===== config.mk =====
export PLATFORM = sky130hd
export DESIGN_NAME = id_ex_operand_stage
export DESIGN_NICKNAME = d
export VERILOG_FILES = /design/src/rtl/id_ex_operand_stage.sv
export SDC_FILE = /design/constraint.sdc
export NUM_CORES = 1
export LEC_CHECK = 0
export ABC_AREA = 0
export CAP_MARGIN = 20
export CORE_MARGIN = 2
export CORE_UTILIZATION = 46
export DETAILED_ROUTE_END_ITERATION = 8
export PLACE_DENSITY_LB_ADDON = 0.05
export SYNTH_ARGS = -nofsm -noshare
export SYNTH_HDL_FRONTEND = slang
export SYNTH_SLANG_ARGS = --single-unit
export TNS_END_PERCENT = 10

===== constraint.sdc =====
create_clock -name CLK -period 2.4 [get_ports CLK]
set_clock_uncertainty 0.1 [all_clocks]
set_input_delay 0.48 -clock CLK [delete_from_list [all_inputs] [get_ports CLK]]
set_output_delay 0.48 -clock CLK [all_outputs]
set_load 0.005 [all_outputs]

===== src/rtl/id_ex_operand_stage.sv =====
// ID/EX pipeline register with EX-stage operand forwarding, load-use bubble insertion,
// flush/hold handling and a saturating count of inserted load-use bubbles.
module id_ex_operand_stage #(
    parameter int                DATA_W          = 16,
    parameter int                RADDR_W         = 4,
    parameter int                CODE_W          = 4,
    parameter logic [CODE_W-1:0] NOP_CODE        = 4'b0111,
    parameter logic [15:0]       BUBBLE_CNT_INIT = 16'h0000
) (
    input  logic               CLK,
    input  logic               RST,
    input  logic               id_valid,
    input  logic [CODE_W-1:0]  id_code,
    input  logic [RADDR_W-1:0] id_rs_a,
    input  logic [RADDR_W-1:0] id_rs_b,
    input  logic [RADDR_W-1:0] id_rd,
    input  logic [DATA_W-1:0]  id_data_a,
    input  logic [DATA_W-1:0]  id_data_b,
    input  logic [DATA_W-1:0]  id_imm,
    input  logic               id_use_imm,
    input  logic               id_wr_en,
    input  logic               id_is_load,
    input  logic               exm_wr_en,
    input  logic               exm_is_load,
    input  logic [RADDR_W-1:0] exm_rd,
    input  logic [DATA_W-1:0]  exm_res,
    input  logic               wb_wr_en,
    input  logic [RADDR_W-1:0] wb_rd,
    input  logic [DATA_W-1:0]  wb_data,
    input  logic               flush,
    input  logic               hold,
    output logic [DATA_W-1:0]  OpA,
    output logic [DATA_W-1:0]  OpB,
    output logic [CODE_W-1:0]  CodeULA,
    output logic               ex_valid,
    output logic               ex_wr_en,
    output logic               ex_is_load,
    output logic [RADDR_W-1:0] ex_rd,
    output logic               stall_id,
    output logic [15:0]        bubble_cnt
);

    logic               validQ;
    logic [CODE_W-1:0]  codeQ;
    logic [RADDR_W-1:0] rsAQ;
    logic [RADDR_W-1:0] rsBQ;
    logic [RADDR_W-1:0] rdQ;
    logic [DATA_W-1:0]  dataAQ;
    logic [DATA_W-1:0]  dataBQ;
    logic [DATA_W-1:0]  immQ;
    logic               useImmQ;
    logic               wrEnQ;
    logic               isLoadQ;
    logic [15:0]        bubbleCntQ;

    logic               loadUse;
    logic               insertBubble;
    logic [DATA_W-1:0]  captureA;
    logic [DATA_W-1:0]  captureB;
    logic [DATA_W-1:0]  fwdA;
    logic [DATA_W-1:0]  fwdB;

    // A load in EX cannot forward its data yet, so a dependent instruction in ID waits one cycle.
    assign loadUse = id_valid && validQ && isLoadQ && wrEnQ && (rdQ != '0) &&
                     ((rdQ == id_rs_a) || ((rdQ == id_rs_b) && !id_use_imm));

    assign stall_id     = loadUse || hold;
    assign insertBubble = RST || flush || (!hold && (loadUse || !id_valid));

    // The register file is read in the same cycle it is written, so catch that value here.
    assign captureA = (wb_wr_en && (wb_rd != '0) && (wb_rd == id_rs_a)) ? wb_data : id_data_a;
    assign captureB = (wb_wr_en && (wb_rd != '0) && (wb_rd == id_rs_b)) ? wb_data : id_data_b;

    always_ff @(posedge CLK) begin
        if (insertBubble) begin
            validQ  <= 1'b0;
            codeQ   <= NOP_CODE;
            rsAQ    <= '0;
            rsBQ    <= '0;
            rdQ     <= '0;
            dataAQ  <= '0;
            dataBQ  <= '0;
            immQ    <= '0;
            useImmQ <= 1'b0;
            wrEnQ   <= 1'b0;
            isLoadQ <= 1'b0;
        end else if (!hold) begin
            validQ  <= 1'b1;
            codeQ   <= id_code;
            rsAQ    <= id_rs_a;
            rsBQ    <= id_rs_b;
            rdQ     <= id_rd;
            dataAQ  <= captureA;
            dataBQ  <= captureB;
            immQ    <= id_imm;
            useImmQ <= id_use_imm;
            wrEnQ   <= id_wr_en;
            isLoadQ <= id_is_load;
        end
    end

    // Only bubbles that actually replace a load-use dependent are counted; flush and hold mask them.
    always_ff @(posedge CLK) begin
        if (RST) begin
            bubbleCntQ <= BUBBLE_CNT_INIT;
        end else if (!flush && !hold && loadUse && (bubbleCntQ != 16'hFFFF)) begin
            bubbleCntQ <= bubbleCntQ + 16'd1;
        end
    end

    // EX/MEM is newer than MEM/WB and wins; EX/MEM loads have no result yet.
    always_comb begin
        fwdA = dataAQ;
        fwdB = dataBQ;
        if (exm_wr_en && !exm_is_load && (exm_rd != '0) && (exm_rd == rsAQ)) begin
            fwdA = exm_res;
        end else if (wb_wr_en && (wb_rd != '0) && (wb_rd == rsAQ)) begin
            fwdA = wb_data;
        end
        if (exm_wr_en && !exm_is_load && (exm_rd != '0) && (exm_rd == rsBQ)) begin
            fwdB = exm_res;
        end else if (wb_wr_en && (wb_rd != '0) && (wb_rd == rsBQ)) begin
            fwdB = wb_data;
        end
    end

    assign OpA        = fwdA;
    assign OpB        = useImmQ ? immQ : fwdB;
    assign CodeULA    = codeQ;
    assign ex_valid   = validQ;
    assign ex_wr_en   = wrEnQ;
    assign ex_is_load = isLoadQ;
    assign ex_rd      = rdQ;
    assign bubble_cnt = bubbleCntQ;

endmodule


# After elaboration in Yosys (flattened, before gate mapping)
# Cells that the tools add are included.
totals:
  reg_bits: 84
  inputBits: 115
  elab_cells: 61
op_classes:
  n_addsub: 1
  eq_ne: 9
  n_mux: 7
  reduce_logical: 32
op_table:
  columns: ["operator", "n"]
  rows:
  - ["16-bit two-way mux", 7]
  - ["4-bit equality test", 8]
  - ["1-bit logical AND", 19]
  - ["16-bit by 1-bit adder with 16-bit output, second input constant", 1]
  - ["16-bit != test, second input constant", 1]
  - ["4-bit nonzero test", 3]
  - ["1-bit zero test", 5]
  - ["1-bit logical OR", 5]

# Logic depth before layout (Yosys ltp)
logic_depth:
  word_depth: 8
  mapped_depth: 8
  ltp_nobuf: 6

# Worst setup path before layout
# OpenSTA, ideal clock, no wires.
synth_timing:
  path_type: "input to output"
  start: "input wb_rd[0]"
  end: "output OpB[10]"
  t_arrival_ps: 1829
  required_time_ps: 1820
  slack_ps: -9
  cell_stages: 6
  cell_sequence: "buf_2 o41ai_4 nor2_2 buf_6 mux2i_1 a221oi_1"
synth_via:
  elab_chain_cells: 6
synth_rtl:
  columns: ["item", "line", "text"]
  rows:
  - ["start, declared", "28", "input logic [RADDR_W-1:0] wb_rd,"]
  - ["4-bit nonzero test", "122", "end else if (wb_wr_en && (wb_rd != '0) && (wb_rd == rsBQ)) begin"]
  - ["1-bit logical AND", "122", null]
  - ["1-bit logical AND (*)", "122", null]
  - ["16-bit two-way mux (*)", "122", null]
  - ["16-bit two-way mux (*)", "120", "if (exm_wr_en && !exm_is_load && (exm_rd != '0) && (exm_rd == rsBQ)) begin"]
  - ["16-bit two-way mux (*)", "128", "assign OpB = useImmQ ? immQ : fwdB;"]
  - ["end, declared", "33", "output logic [DATA_W-1:0] OpB,"]
# Every way passes the cells marked *; elsewhere a longest branch is shown, timed or not.

# Worst setup path after layout
layout_timing:
  start: "register rsBQ[3]"
  end: "output OpB[12]"
layout_via:
  elab_chain_cells: 5
layout_rtl:
  columns: ["item", "line", "text"]
  rows:
  - ["start, declared", "46", "logic [RADDR_W-1:0] rsBQ;"]
  - ["start signal, assigned", "91", "rsBQ <= id_rs_b;"]
  - ["4-bit equality test", "122", null]
  - ["1-bit logical AND", "122", null]
  - ["16-bit two-way mux", "122", null]
  - ["16-bit two-way mux (*)", "120", null]
  - ["16-bit two-way mux (*)", "128", null]
# Marks and branches as above.

==> reports/results.ini <==
[hold_path]
min_path_type=flop to flop
min_to=CodeULA[2]
min_path_cells=1
hp-start=CodeULA[2]

[finish]
drive_gt1_frac=0.3437
final_util=0.8131
final-seq-area_mm2=0.001705
multiInputGateArea_mm2=0.003503
design_area_mm2=0.008432
syn2layout_area_growth_pct=70.35
antennaDiodeCount=0
final_nets=946
num-fill-cells=672

[worst_setup_path]
worstSetupPathType=flop to output port
cp-end-kind=output port
worst_ep_required_time_ps=1820
ff2ff_setup_slack_ps=70
crit_fanout=8
arrival_ps=2110
crit_start=rsBQ[3]
timing.rr.start=ex_rd[3]
r2r-end=bubble_cnt[1]
start_kind=flop
reg2reg_depth=8

[placed_design]
gp_congestion=0.9751
dpl.hpwl_mm=12.65
io_buffers=174
place_area_mm2=0.007393

[pwr]
ir_drop_mv=0.2592
total_power_mw=3.350
switching_share=0.2920
p_sw_uw=978.0
p_seq_frac=0.437
power_density_mw_per_mm2=397.3
p_clk_frac=0.316
power_frac_comb=0.247
internal_power_mw=2.372
p_leak_nw=3.366

[route]
drc=0
ant_nets=0
finalWirelength_mm=19.40
vias_per_cell=5.705
firstDrtPassIters=5
drt_iter0_markers=468
vias=5540
routedWlPerCell_um=19.98

[sta]
holdWs_ps=376.6
layout_setup_ws_ps=-286.0
min_period_ps=2686
timing.fmax_mhz=372.3
slew_viol_final=0
hold_violations=0
setup_viol_count_final=48
max_slew_margin=0.3939
tightest_slew_ps=909.1
fin_crit_sh=1.119
grt_setup_unrepaired=yes

[logic_synthesis]
yosysWarnings=0
yosysMostFrequentCell=dfxtp_1
yosys-top-cells-count=dfxtp_1 (84), mux2i_1 (64), a21oi_1 (60)
synth_top_flop_cell=dfxtp_1
synthArstFlopShare=0
synth_seq_cells=84
synth_top_family_by_area=simple AND/OR/NAND/NOR gates
synthAdderAreaFrac=0.002528
synth_edf_count=0
netlist_area_mm2=0.004950
synth_nets=704
yosys.area_share.simple=0.1871
syn_area_per_cell_um2=8.418
synthCells=588
yosysTopAreaCell=dfxtp_1
synth-xor-area-share=0.05662
yosysSeqAreaShare=0.3397
synth.distinct_cells=46
muxShareOfSynthArea=0.1499
synth_compound_gate_area_share=0.1797
netlist.area_leader.share=0.3397
synth.area.top_cells=dfxtp_1 (34%), mux2i_1 (13%), a221oi_1 (8.5%)

[clock_tree]
postCtsHoldBufs=0
cts_tree=done
htree_levels=3
cts_sinks=84
path_clk_slew_ps=100
cts.path.max_buffers=2
root_buffer=clkbuf_8
clk_latency_ps=370
cts_buffers=9

[floorplan]
core_mm2=0.01037
die_x_um=107.7
die_h_um=107.7
die_area_mm2=0.01161
start_util=0.4773
num_rows=37
boundaryPins=175

[global_routing]
antenna_found_initial=0
gr-usage-all-layers=0.3090
grt_pass1_wl_mm=27.94
grt_overflow=0
grt_pass1_vias=5350
grt_max_degree=79

[flow_run]
drv_cap=0

[status]
status=complete, but fails checks
violations=setup timing

placed cells by master (no fill, tap or decap), drive strengths merged, types with 2 or more instances in the layout:
| cell type | instances |
|---|---|
| nand2 | 40 |
| or4 | 5 |
| clkbuf | 10 |
| a21oi | 60 |
| o31ai | 4 |
| buf | 139 |
| nor2b | 10 |
| inv | 55 |
| a211o | 3 |
| clkdlybuf4s15 | 2 |
| mux2i | 64 |
| dlymetal6s2s | 4 |
| xor2 | 24 |
| nor3b | 2 |
| clkinvlp | 3 |
| nand4 | 6 |
| nor2 | 62 |
| mux2 | 8 |
| clkdlybuf4s50 | 121 |
| or3 | 3 |
| xnor2 | 8 |
| dfxtp | 84 |
| nand3 | 6 |
| o21ai | 8 |
| nor4b | 2 |
| nor3 | 20 |
| and2 | 2 |
| nor4 | 13 |
| dlygate4sd2 | 9 |
| a221oi | 49 |
critical path, stage by stage (launching register included):
cell and delay [ps]:
dfxtp_2 350, xnor2_2 180, nand4_1 210, nor2_4 240, clkbuf_16 230, mux2i_4 90, a221oi_4 270, buf_2 160
metal layers:
| metal | wire, um | part of all wire | track usage | vias up |
|---|---|---|---|---|
| met2 | 9259 | 0.48 | 0.4991 | 294 |
| met3 | 1762 | 0.091 | 0.07324 | 57 |
| li1 | - | - | - | 2568 |
| met4 | 724 | 0.037 | 0.1245 | 0 |
| met1 | 7655 | 0.39 | 0.3956 | 2621 |
| met5 | 0 | 0 | 0 | - |
power by group through the flow:
stage	Combinational, mW	Clock, mW	Sequential (mW)
after floorplan	0.275	0	1.48
after global placement	0.718	0	1.49
after detailed placement	0.729	0	1.49
after CTS	0.757	1.06	1.46
after global routing	0.875	1.13	1.47
final	0.829	1.06	1.46
state kept, by name, summed over array words and instances, names as in the netlist:
register    count
bubble_cnt     16
dataAQ         16
dataBQ         16
immQ           16
CodeULA         4
ex_rd           4
rsAQ            4
rsBQ            4
ex_is_load      1
ex_valid        1
ex_wr_en        1
useImmQ         1
per-stage QoR:
| stage | setup slack, ps | TNS [ps] | std cells |
|---|---|---|---|
| final | -286.0 | -7151 | 971 |
| after global routing | -328.3 | -9252 | 971 |
| after CTS | -249.9 | -5618 | 969 |
| after detailed placement | -1232 | -52940 | 935 |
| after global placement | -1157 | -48300 | 935 |
| after floorplan | -5.264 | -42.11 | 588 |
area by class of cell:
type                       count  share of cell area
clock buffer                   9             0.01469
clock inverter                 7            0.008903
inverter                      53             0.02359
multi-input combinational    406              0.4155
sequential                    84              0.2023
tap                          136             0.02018
timing repair buffer         276              0.3149
cells by family (layout without fill, tap and decap cells):
group                      Yosys count  in the layout
muxes                               72             72
adders and majority gates            1              1
buffers and inverters               98            345
and+or+nand+nor                    174            174
AOI/OAI and AO/OA                  127            127
xor gates and xnor gates            32             32
DFF                                 84             84
worst max path at each step:
stage | end | slack [ps]
floorplan | OpB[11] | -5
global placement | OpB[1] | -1160
detailed placement | OpB[5] | -1230
CTS | OpB[5] | -250
global route | OpB[12] | -330
finish | OpB[12] | -290
what timing repair did:
item | in CTS | in global routing
gates cloned | 6 | 1
endpoints found under the setup margin | 33 | 104
resized for setup | 252 | 72
buffers inserted | 13 | 1
pin swaps | 27 | 27
Power figures use the tool's default switching activity.
